--- src/rtl/ode_mem_pkg.sv ---
// rtl/ode_mem_pkg.sv - shared constants and state encodings for the ODE working-RAM arbiter
package ode_mem_pkg;

  localparam int DEFAULT_WORD_SIZE    = 16;
  localparam int DEFAULT_ADDRESS_SIZE = 16;

  localparam int REQ_STEP   = 0;
  localparam int REQ_SOLVER = 1;
  localparam int REQ_HOST   = 2;

  typedef enum logic {
    ST_ARB    = 1'b0,
    ST_LOCKED = 1'b1
  } arb_state_e;

endpackage

--- src/rtl/rr_picker.sv ---
// rtl/rr_picker.sv - combinational round-robin pick: first set request at or after ptr, with wrap
module rr_picker #(
  parameter int N  = 3,
  parameter int PW = 2
) (
  input  logic [N-1:0]  req_i,
  input  logic [PW-1:0] ptr_i,
  output logic [N-1:0]  gnt_o
);

  int   idx;
  logic found;

  always_comb begin
    gnt_o = '0;
    found = 1'b0;
    idx   = 0;
    for (int k = 0; k < N; k++) begin
      idx = int'(ptr_i) + k;
      if (idx >= N) idx = idx - N;
      if (!found && req_i[idx]) begin
        gnt_o[idx] = 1'b1;
        found      = 1'b1;
      end
    end
  end

endmodule

--- src/rtl/ram_port_arbiter.sv ---
// rtl/ram_port_arbiter.sv - round-robin, lockable arbiter sharing the dual-read-port working RAM
module ram_port_arbiter
  import ode_mem_pkg::*;
#(
  parameter int WORD_SIZE    = DEFAULT_WORD_SIZE,
  parameter int ADDRESS_SIZE = DEFAULT_ADDRESS_SIZE,
  parameter int NUM_REQ      = 3,
  parameter int LOCK_MAX     = 8
) (
  input  logic                            clk,
  input  logic                            rst,
  input  logic [NUM_REQ-1:0]              req,
  input  logic [NUM_REQ-1:0]              we,
  input  logic [NUM_REQ-1:0]              lock,
  input  logic [NUM_REQ*ADDRESS_SIZE-1:0] addr1_in,
  input  logic [NUM_REQ*ADDRESS_SIZE-1:0] addr2_in,
  input  logic [NUM_REQ*WORD_SIZE-1:0]    wdata_in,
  output logic [NUM_REQ-1:0]              gnt,
  output logic [NUM_REQ-1:0]              rvalid,
  output logic [WORD_SIZE-1:0]            rdata1,
  output logic [WORD_SIZE-1:0]            rdata2,
  output logic                            lock_err,
  output logic                            ram_we,
  output logic [ADDRESS_SIZE-1:0]         ram_addr1,
  output logic [ADDRESS_SIZE-1:0]         ram_addr2,
  output logic [WORD_SIZE-1:0]            ram_wdata,
  input  logic [WORD_SIZE-1:0]            ram_rdata1,
  input  logic [WORD_SIZE-1:0]            ram_rdata2
);

  localparam int PW = (NUM_REQ > 1) ? $clog2(NUM_REQ) : 1;
  localparam int CW = $clog2(LOCK_MAX + 1);

  arb_state_e              state_q, state_d;
  logic [PW-1:0]           ptr_q, ptr_d, owner_q, owner_d;
  logic [CW-1:0]           cnt_q, cnt_d;
  logic                    lock_err_q, lock_err_d;
  logic [NUM_REQ-1:0]      rvalid_q;
  logic [WORD_SIZE-1:0]    rdata1_q, rdata2_q, wdata_q;
  logic [ADDRESS_SIZE-1:0] addr1_q, addr2_q;

  logic [NUM_REQ-1:0]      pick_gnt, gnt_w;
  logic [PW-1:0]           gidx;
  logic                    any_gnt;

  function automatic logic [PW-1:0] wrap_inc(input logic [PW-1:0] i);
    if (int'(i) == NUM_REQ - 1) return '0;
    return i + 1'b1;
  endfunction

  rr_picker #(.N(NUM_REQ), .PW(PW)) u_picker (
    .req_i (req),
    .ptr_i (ptr_q),
    .gnt_o (pick_gnt)
  );

  // While reset is held no requester may see a grant, even with req high.
  always_comb begin
    gnt_w = '0;
    if (rst) begin
      if (state_q == ST_LOCKED) gnt_w[owner_q] = req[owner_q];
      else                      gnt_w = pick_gnt;
    end
  end

  always_comb begin
    gidx = '0;
    for (int i = 0; i < NUM_REQ; i++)
      if (gnt_w[i]) gidx = PW'(i);
  end

  assign any_gnt   = |gnt_w;
  assign gnt       = gnt_w;
  assign ram_we    = any_gnt & we[gidx];
  assign ram_addr1 = any_gnt ? addr1_in[int'(gidx)*ADDRESS_SIZE +: ADDRESS_SIZE] : addr1_q;
  assign ram_addr2 = any_gnt ? addr2_in[int'(gidx)*ADDRESS_SIZE +: ADDRESS_SIZE] : addr2_q;
  assign ram_wdata = any_gnt ? wdata_in[int'(gidx)*WORD_SIZE +: WORD_SIZE] : wdata_q;

  always_comb begin
    state_d    = state_q;
    ptr_d      = ptr_q;
    owner_d    = owner_q;
    cnt_d      = cnt_q;
    lock_err_d = lock_err_q;
    case (state_q)
      ST_ARB: begin
        if (any_gnt) begin
          ptr_d = wrap_inc(gidx);
          if (lock[gidx]) begin
            state_d = ST_LOCKED;
            owner_d = gidx;
            cnt_d   = CW'(1);
          end
        end
      end
      ST_LOCKED: begin
        if (req[owner_q] && lock[owner_q]) begin
          // cnt counts grants already held; this cycle's grant is number cnt+1.
          if (cnt_q + 1'b1 == CW'(LOCK_MAX)) begin
            state_d    = ST_ARB;
            cnt_d      = '0;
            lock_err_d = 1'b1;
            ptr_d      = wrap_inc(owner_q);
          end else begin
            cnt_d = cnt_q + 1'b1;
          end
        end else begin
          state_d = ST_ARB;
          cnt_d   = '0;
        end
      end
      default: state_d = ST_ARB;
    endcase
  end

  always_ff @(posedge clk or negedge rst) begin
    if (!rst) begin
      state_q    <= ST_ARB;
      ptr_q      <= '0;
      owner_q    <= '0;
      cnt_q      <= '0;
      lock_err_q <= 1'b0;
      rvalid_q   <= '0;
      rdata1_q   <= '0;
      rdata2_q   <= '0;
      addr1_q    <= '0;
      addr2_q    <= '0;
      wdata_q    <= '0;
    end else begin
      state_q    <= state_d;
      ptr_q      <= ptr_d;
      owner_q    <= owner_d;
      cnt_q      <= cnt_d;
      lock_err_q <= lock_err_d;
      rvalid_q   <= gnt_w & ~we;
      if (any_gnt) begin
        addr1_q <= ram_addr1;
        addr2_q <= ram_addr2;
        wdata_q <= ram_wdata;
        if (!we[gidx]) begin
          rdata1_q <= ram_rdata1;
          rdata2_q <= ram_rdata2;
        end
      end
    end
  end

  assign rvalid   = rvalid_q;
  assign rdata1   = rdata1_q;
  assign rdata2   = rdata2_q;
  assign lock_err = lock_err_q;

endmodule

--- config.mk ---
export PLATFORM = sky130hd
export DESIGN_NAME = ram_port_arbiter
export DESIGN_NICKNAME = d
export VERILOG_FILES = /design/src/rtl/ode_mem_pkg.sv /design/src/rtl/rr_picker.sv /design/src/rtl/ram_port_arbiter.sv
export SDC_FILE = /design/constraint.sdc
export NUM_CORES = 1
export LEC_CHECK = 0
export ABC_AREA = 1
export CORE_MARGIN = 3
export CORE_UTILIZATION = 40
export DETAILED_ROUTE_END_ITERATION = 10
export PLACE_DENSITY = 0.82
export SLEW_MARGIN = 15
export SYNTH_ARGS = -nofsm -noshare
export SYNTH_HDL_FRONTEND = slang
export SYNTH_HIERARCHICAL = 1
export SYNTH_SLANG_ARGS = --single-unit
export TNS_END_PERCENT = 30
--- constraint.sdc ---
create_clock -name clk -period 3.4 [get_ports clk]
set_input_delay 0.51 -clock clk [delete_from_list [all_inputs] [get_ports clk]]
set_output_delay 0.51 -clock clk [all_outputs]
set_load 0.02 [all_outputs]
==> results of run 1 <==
## power groups by stage
stage	clock, mW	combinational, mW	sequential [mW]
4_1_cts	0.945	6.59	1.86
5_1_grt	0.983	8.13	1.93
3_5_place_dp	0	6.96	1.88
6_report	0.931	7.55	1.88
2_1_floorplan	0	3.57	2.06
3_3_place_gp	0	6.84	1.85
## sequential cells by signal, summed over array words and instances (netlist names)
name / count
cnt_q: 4
state_q: 1
ptr_q: 2
wdata_q: 16
owner_q: 2
lock_err: 1
rdata2: 16
addr2_q: 16
addr1_q: 16
rdata1: 16
rvalid: 3
## worst min-delay path, cell delays in order (launching register included)
cell	delay (ns)
dfrtp_1	0.34
inv_1	0.04
nand2_1	0.05
## through the flow
stage / utilization, % / hold slack, ns
final: 74.9 / 0.471
after global routing: 74.9 / 0.499
after CTS: 70.3 / 0.473
after detailed placement: 69.0 / 0.371
after global placement: 69.0 / 0.366
after floorplan: - / 0.214
## layout make-up
cell class / instances / area [sq um]
Inverter: 25 / 101
Clock inverter: 4 / 25.0
Multi-Input combinational cell: 530 / 2700
Fill cell: 901 / 3080
Sequential cell: 93 / 2330
Tap cell: 168 / 210
Timing Repair Buffer: 369 / 3570
Clock buffer: 11 / 243
## layer usage
metal	track usage (%)	vias up
met5	0	-
met1	29.8	2940
li1	-	2950
met4	7.46	0
met2	46.4	310
met3	7.41	55
## synthesized netlist by cell type (all sizes together)
cell | count | area, sq um
a21oi | 1 | 16.3
a31oi | 28 | 175
buf | 34 | 238
clkbuf | 1 | 3.75
dfrtp | 93 | 2330
ha | 5 | 62.6
inv | 25 | 96.4
nand2 | 301 | 1170
nand3 | 82 | 420
nand3b | 4 | 30.0
nand4 | 4 | 25.0
nor2 | 26 | 116
o21a | 1 | 7.51
o21ai | 59 | 295
o22ai | 14 | 87.6
o31ai | 1 | 7.51
or2 | 3 | 18.8
xor2 | 1 | 8.76
## final timing paths
kind,slack (ns),from,end
max,-0.03,ptr_q[1],ram_addr2[5]
min,0.47,lock_err,lock_err
max reg2reg,0.58,ptr_q[1],rdata2[2]
min reg2reg,0.47,lock_err,lock_err
max in group asynchronous,1.36,rst,rdata2[9]
min in group asynchronous,0.61,rst,owner_q[0]
## cells by family after synthesis
logic type | after synthesis | share of synthesized area [%]
fa+ha+maj | 5 | 1.22
xor+xnor | 1 | 0.171
buf+inv | 60 | 6.61
compound gates | 104 | 11.5
flops | 93 | 45.5
simple gates | 420 | 34.9
## what timing repair did
| item | in CTS | in global routing |
|---|---|---|
| gates resized for setup | 215 | 171 |
| hold buffers | 1 | 0 |
| buffers inserted | 0 | 16 |
| gates cloned | 0 | 4 |
| endpoints found under the hold margin | 7 | 0 |
| pin swaps | 0 | 41 |
| endpoints found under the setup margin | 49 | 52 |
## cell usage in the layout (no fill, tap or decap), types with 2 or more instances in the layout
master and instances:
o21ai_1 41, a31oi_2 3, inv_4 3, ha_1 3
buf_4 96, nand2_4 9, nor2_1 20, nand3_2 12
buf_2 8, clkinv_2 2, buf_12 7, dfrtp_1 92
inv_2 6, nand4_1 4, nand2_2 38, ha_4 2
o22ai_1 11, nor2_2 4, clkdlybuf4s50_1 222, clkbuf_16 12
nand2_1 254, nand3b_1 4, clkinvlp_4 2, or2_1 2
nand3_1 69, a31oi_1 25, o21ai_0 18, o22ai_2 3
buf_6 30, inv_1 16
==> flow_summary.ini, run 1 <==
[drt]
drtPass1Iterations = 5
drt_iter0_drc = 390
route.met3.wl_um = 1650
routedWlPerCell_um = 16.4
vias = 6255
routed-wl-met2_um = 9960
maxUsedRoutingLayer = met4
viasPerCell = 5.21
routed_wl_um = 19700
ant_nets = 0
drt-met1-wl_um = 7480
remaining_drc_errors = 0

[min_path]
whs_path_depth = 2
hold_path.class = flip-flop to flip-flop

[clock_tree]
clock-root-buffer = clkbuf_16
cts_sinks = 93
htree_levels = 3
cts_tree = done
clk_pin_slew_ns = 0.06
clock_latency_ns = 0.35
clockBufferDepth = 2
numCtsBuffers = 9

[finish]
drive_gt1_share_pct = 23.7
stdcell_count = 1200
area_growth_pct = 79.6
antenna_cells = 0
fin_nets = 1220
fin_area_sq_um = 9180

[floorplanning]
core-area_sq_um = 12300
die_x_um = 119
row_count = 40
fp.dieH_um = 119
start_util_pct = 41.7
pin_count = 275
dieArea_sq_um = 14200

[placed_design]
dpl_cell_area_sq_um = 8460
post-place-cells = 1164
port_buffers = 274
place_ws_ns = -0.340
place_congestion = 0.913
dp_hpwl_um = 14300

[power]
seqPwrFrac_pct = 18.1
p_clk_share_pct = 9.0
switching_share_pct = 47.2
comb_power_share_pct = 72.9
power_mw = 10.4
irDropWorstVdd_v = 0.000602
switching_power_mw = 4.89
p_per_area_nw_per_um2 = 1130
power.leakage_nw = 4.41
p_int_mw = 5.46

[setup_path]
max_stage_delay_ns = 0.45
critPathTopFamily = simple AND/OR/NAND/NOR gates
crit_top_cell = nand2_2
required_ns = 2.89
arrival_ns = 2.92
critPathMaxFanout = 8
cp_num_cells = 18
critPathBufInv = 6
reg2reg_depth = 19
path_cells = inv_2 -> ha_4 -> inv_2 -> nand2_2 -> nand2_2 -> a21oi_4 -> nand4_1 -> nand3_1 -> nand2_1 -> nand2_2 -> nand2_4 -> buf_12 -> nor2_8 -> clkbuf_16 -> buf_12 -> nand2_2 -> a31oi_1 -> buf_4
crit_type = flip-flop to output pin
cp-start-kind = flip-flop
cp-end-kind = output pin
crit_path_top_delay_cell = dfrtp_2

[timing]
finClkSkew_ns = 0.00493
worst_pin_slew_ns = 0.647
setup-tns-final_ns = -0.0951
max_slew_margin_pct = 56.9
fin_ws_ns = -0.0274
setup-violations-final = 6
rsz0062_at_grt = true
min_period_ns = 3.43
max_freq_ghz = 0.292
finalMaxSlewViolations = 0
timing.final.crit_share_pct = 101
finalHoldViolations = 0

[flow_run]
drv_cap = 0

[yosys]
yosysUniqueCellTypes = 30
ys_warn_count = 6
synth_nets = 875
syn_avg_cell_area_sq_um = 7.48
ys_ff_latch = 93
netlist_area_sq_um = 5110
ys_seq_area_share_pct = 45.5
netlist_instances = 683

[grt]
antenna_found_initial = 0
grtUsageTotal_pct = 25.8
grt_pass1_wl_um = 29300
overflow = 0
grt_pass1_vias = 5873
grt_max_degree = 50

[run_status]
status = finished, violations left
violations = setup timing
Note: power is estimated with default switching activity, not from simulation.
==> run 2: changes to the inputs <==
ABC_AREA = default   (was 1)
CORE_UTILIZATION = 37   (was 40)
PLACE_DENSITY = 0.78   (was 0.82)
SLEW_MARGIN = 20   (was 15)
clock period = 3 ns   (was 3.4 ns; I/O delays follow)
==> run 2 against run 1 <==
- the flow still finishes with violations (setup timing)
- register-to-register slack worse by 1.0 ns
- clock power is 26% higher
- global-route usage is 0.46 points higher
- sequential power is 19% higher
- critical endpoint is now ram_addr1[0]
==> flow_summary.ini, run 2 <==
[grt]
use_met2_pct = 46.3
grt_pass1_vias = 6586
grt_use_met1_pct = 30.9
grt_max_degree = 52
antenna_found_initial = 0
grt_busiest_layer = met2
overflow = 0
grt_use_met3_pct = 4.79
grt_pass1_wl_um = 34300
grtUsageTotal_pct = 26.3

[drt]
ant_nets = 0
drt_iter0_drc = 502
routedWlPerCell_um = 20.3
viasPerCell = 5.58
remaining_drc_errors = 0
drtPass1Iterations = 6
vias = 6344
routed_wl_um = 23100

[timing]
finClkSkew_ns = 0.00799
max_slew_margin_pct = 73.8
finalHoldViolations = 0
min_period_ns = 3.81
worst_pin_slew_ns = 0.391
setup-violations-final = 109
timing.final.crit_share_pct = 127
timing.hold.ws_ns = 0.140
max_freq_ghz = 0.262
finalMaxSlewViolations = 0
fin_ws_ns = -0.814
rsz0062_at_grt = true

[clock_tree]
cts_tree = done
cts_sinks = 93
clock_latency_ns = 0.35
clk_pin_slew_ns = 0.07
cts-hold-fix-buffers = 0
clockBufferDepth = 2
clock-root-buffer = clkbuf_16
htree_levels = 3
numCtsBuffers = 9

[yosys]
yosysTopAreaCellShare_pct = 42.4
ys_warn_count = 6
synth_top_area_cell = dfrtp_1
yosysUniqueCellTypes = 51
synth_edf_count = 0
ys_ff_latch = 93
netlist_area_sq_um = 5480
ys_seq_area_share_pct = 42.4
synth_most_common_cell = a21o_1
syn_avg_cell_area_sq_um = 9.39
synthArstFlopShare_pct = 100
dominantRegCellSynth = dfrtp_1
synth_xor_area_share_pct = 0
synthTopCellsByCount = a21o_1, dfrtp_1, nor2_1, nand2_1, nand3_1
synth_compound_area_share_pct = 26.2
synth.area.top_cells = dfrtp_1, a21o_1, a311oi_1
synthAdderAreaFrac_pct = 1.14
netlist_instances = 584
synthMuxAreaShare_pct = 7.87
synth_nets = 776
synth_top_family_by_area = compound AO/OA/AOI/OAI gates
synthSimpleGateAreaFrac_pct = 17.0

[power]
irDropWorstVdd_v = 0.000594
power_mw = 13.1
p_per_area_nw_per_um2 = 1220
power.leakage_nw = 5.01

[finish]
area_growth_pct = 95.3
final_cell_mix = clkdlybuf4s50_1, buf_4, a21o_1
fillers = 943
antenna_cells = 0
layout_commonest_cell = clkdlybuf4s50_1
multiInputGateArea_sq_um = 3720
fin_nets = 1143
drive_gt1_share_pct = 33.4
ff_latch_area_sq_um = 2330

[run_status]
violations = setup timing
status = finished, violations left

[floorplanning]
row_count = 43
core-area_sq_um = 14200
pin_count = 275
dieArea_sq_um = 16300
start_util_pct = 38.6
fp.dieH_um = 128
die_x_um = 128

[setup_path]
cp-start-kind = flip-flop
arrival_ns = 3.36
crit_type = flip-flop to output pin
required_ns = 2.55
critPathMaxFanout = 7
cp-end-kind = output pin

[placed_design]
port_buffers = 274
place_congestion = 0.943
dp_hpwl_um = 15700

[min_path]
hold_path.class = primary input to asynchronous set/reset pin

[flow_run]
drv_cap = 0
run 2: changes by cell type after synthesis, sizes merged, moves of 12 or more:
cell / before / now
a31oi: 28 / 0
a311oi: 0 / 48
nand2: 301 / 59
o21ai: 59 / 5
o22ai: 14 / 2
inv: 25 / 12
a21o: 0 / 96
mux2: 0 / 33
nor2: 26 / 60
nand3: 82 / 50
clkbuf: 1 / 27
run 2: worst paths after layout:
kind | start | end | cells past startpoint | slack, ns
min in group clk | addr2_q[8] | addr2_q[8] | 1 | 0.48
max reg2reg | ptr_q[0] | rdata2[13] | 17 | -0.42
min reg2reg | addr2_q[8] | addr2_q[8] | 1 | 0.48
min | rst | wdata_q[5] | 2 | 0.14
max | ptr_q[0] | ram_addr1[0] | 16 | -0.81
max in group asynchronous | rst | rdata1[12] | 3 | 2.17
run 2: area by class of cell:
cell class / instances / share of cell area [%]
Multi-Input combinational cell: 425 / 34.8
Clock buffer: 11 / 2.27
Sequential cell: 93 / 21.8
Tap cell: 180 / 2.10
Inverter: 12 / 0.444
Timing Repair Buffer: 410 / 38.1
Clock inverter: 5 / 0.561
run 2: metal layers:
layer  vias up  wire (um)
li1       2888          -
met1      3069       8740
met2       331      11800
met3        56       1620
met4         0        903
met5         -          0
run 2: cell families after synthesis:
| logic type | count (synthesis) |
|---|---|
| AOI/OAI and AO/OA | 180 |
| adders and majority gates | 5 |
| buffers and inverters | 66 |
| DFF | 93 |
| muxes | 39 |
| and+or+nand+nor | 201 |
run 2: power by group:
| group | switching [mW] | total, mW | internal (mW) |
|---|---|---|---|
| Sequential | 0.357 | 2.23 | 1.87 |
| Combinational | 4.69 | 9.71 | 5.01 |
| Clock | 0.501 | 1.17 | 0.669 |
| Total | 5.55 | 13.1 | 7.55 |
run 2: worst max-delay path, cell delays in order (launching register included):
cell and delay (ns):
dfrtp_2 0.45, inv_2 0.10, ha_4 0.18, and2b_2 0.25
buf_6 0.12, a21oi_2 0.10, o22ai_2 0.11, nor2b_4 0.14
or2_4 0.27, o41ai_4 0.34, buf_4 0.20, buf_8 0.13
buf_6 0.11, buf_12 0.13, a311oi_4 0.04, a21o_1 0.19
buf_6 0.14
run 2: stage by stage:
step	cell area [sq um]	utilization [%]	instances	TNS, ns	setup WS [ns]
2_1_floorplan	5710	-	584	-10.72	-0.231
3_3_place_gp	9210	64.8	1077	-67.43	-0.996
3_5_place_dp	9210	64.8	1077	-82.37	-1.11
4_1_cts	10200	71.5	1116	-40.74	-0.722
5_1_grt	10700	75.4	1136	-62.38	-0.897
6_report	10700	75.4	1136	-51.07	-0.814
run 2: repair_timing:
| item | 4_1_cts | 5_1_grt |
|---|---|---|
| setup endpoints to repair | 131 | 116 |
| gates cloned | 3 | 5 |
| gates resized for setup | 337 | 93 |
| setup buffers | 21 | 18 |
| pin swaps | 13 | 24 |
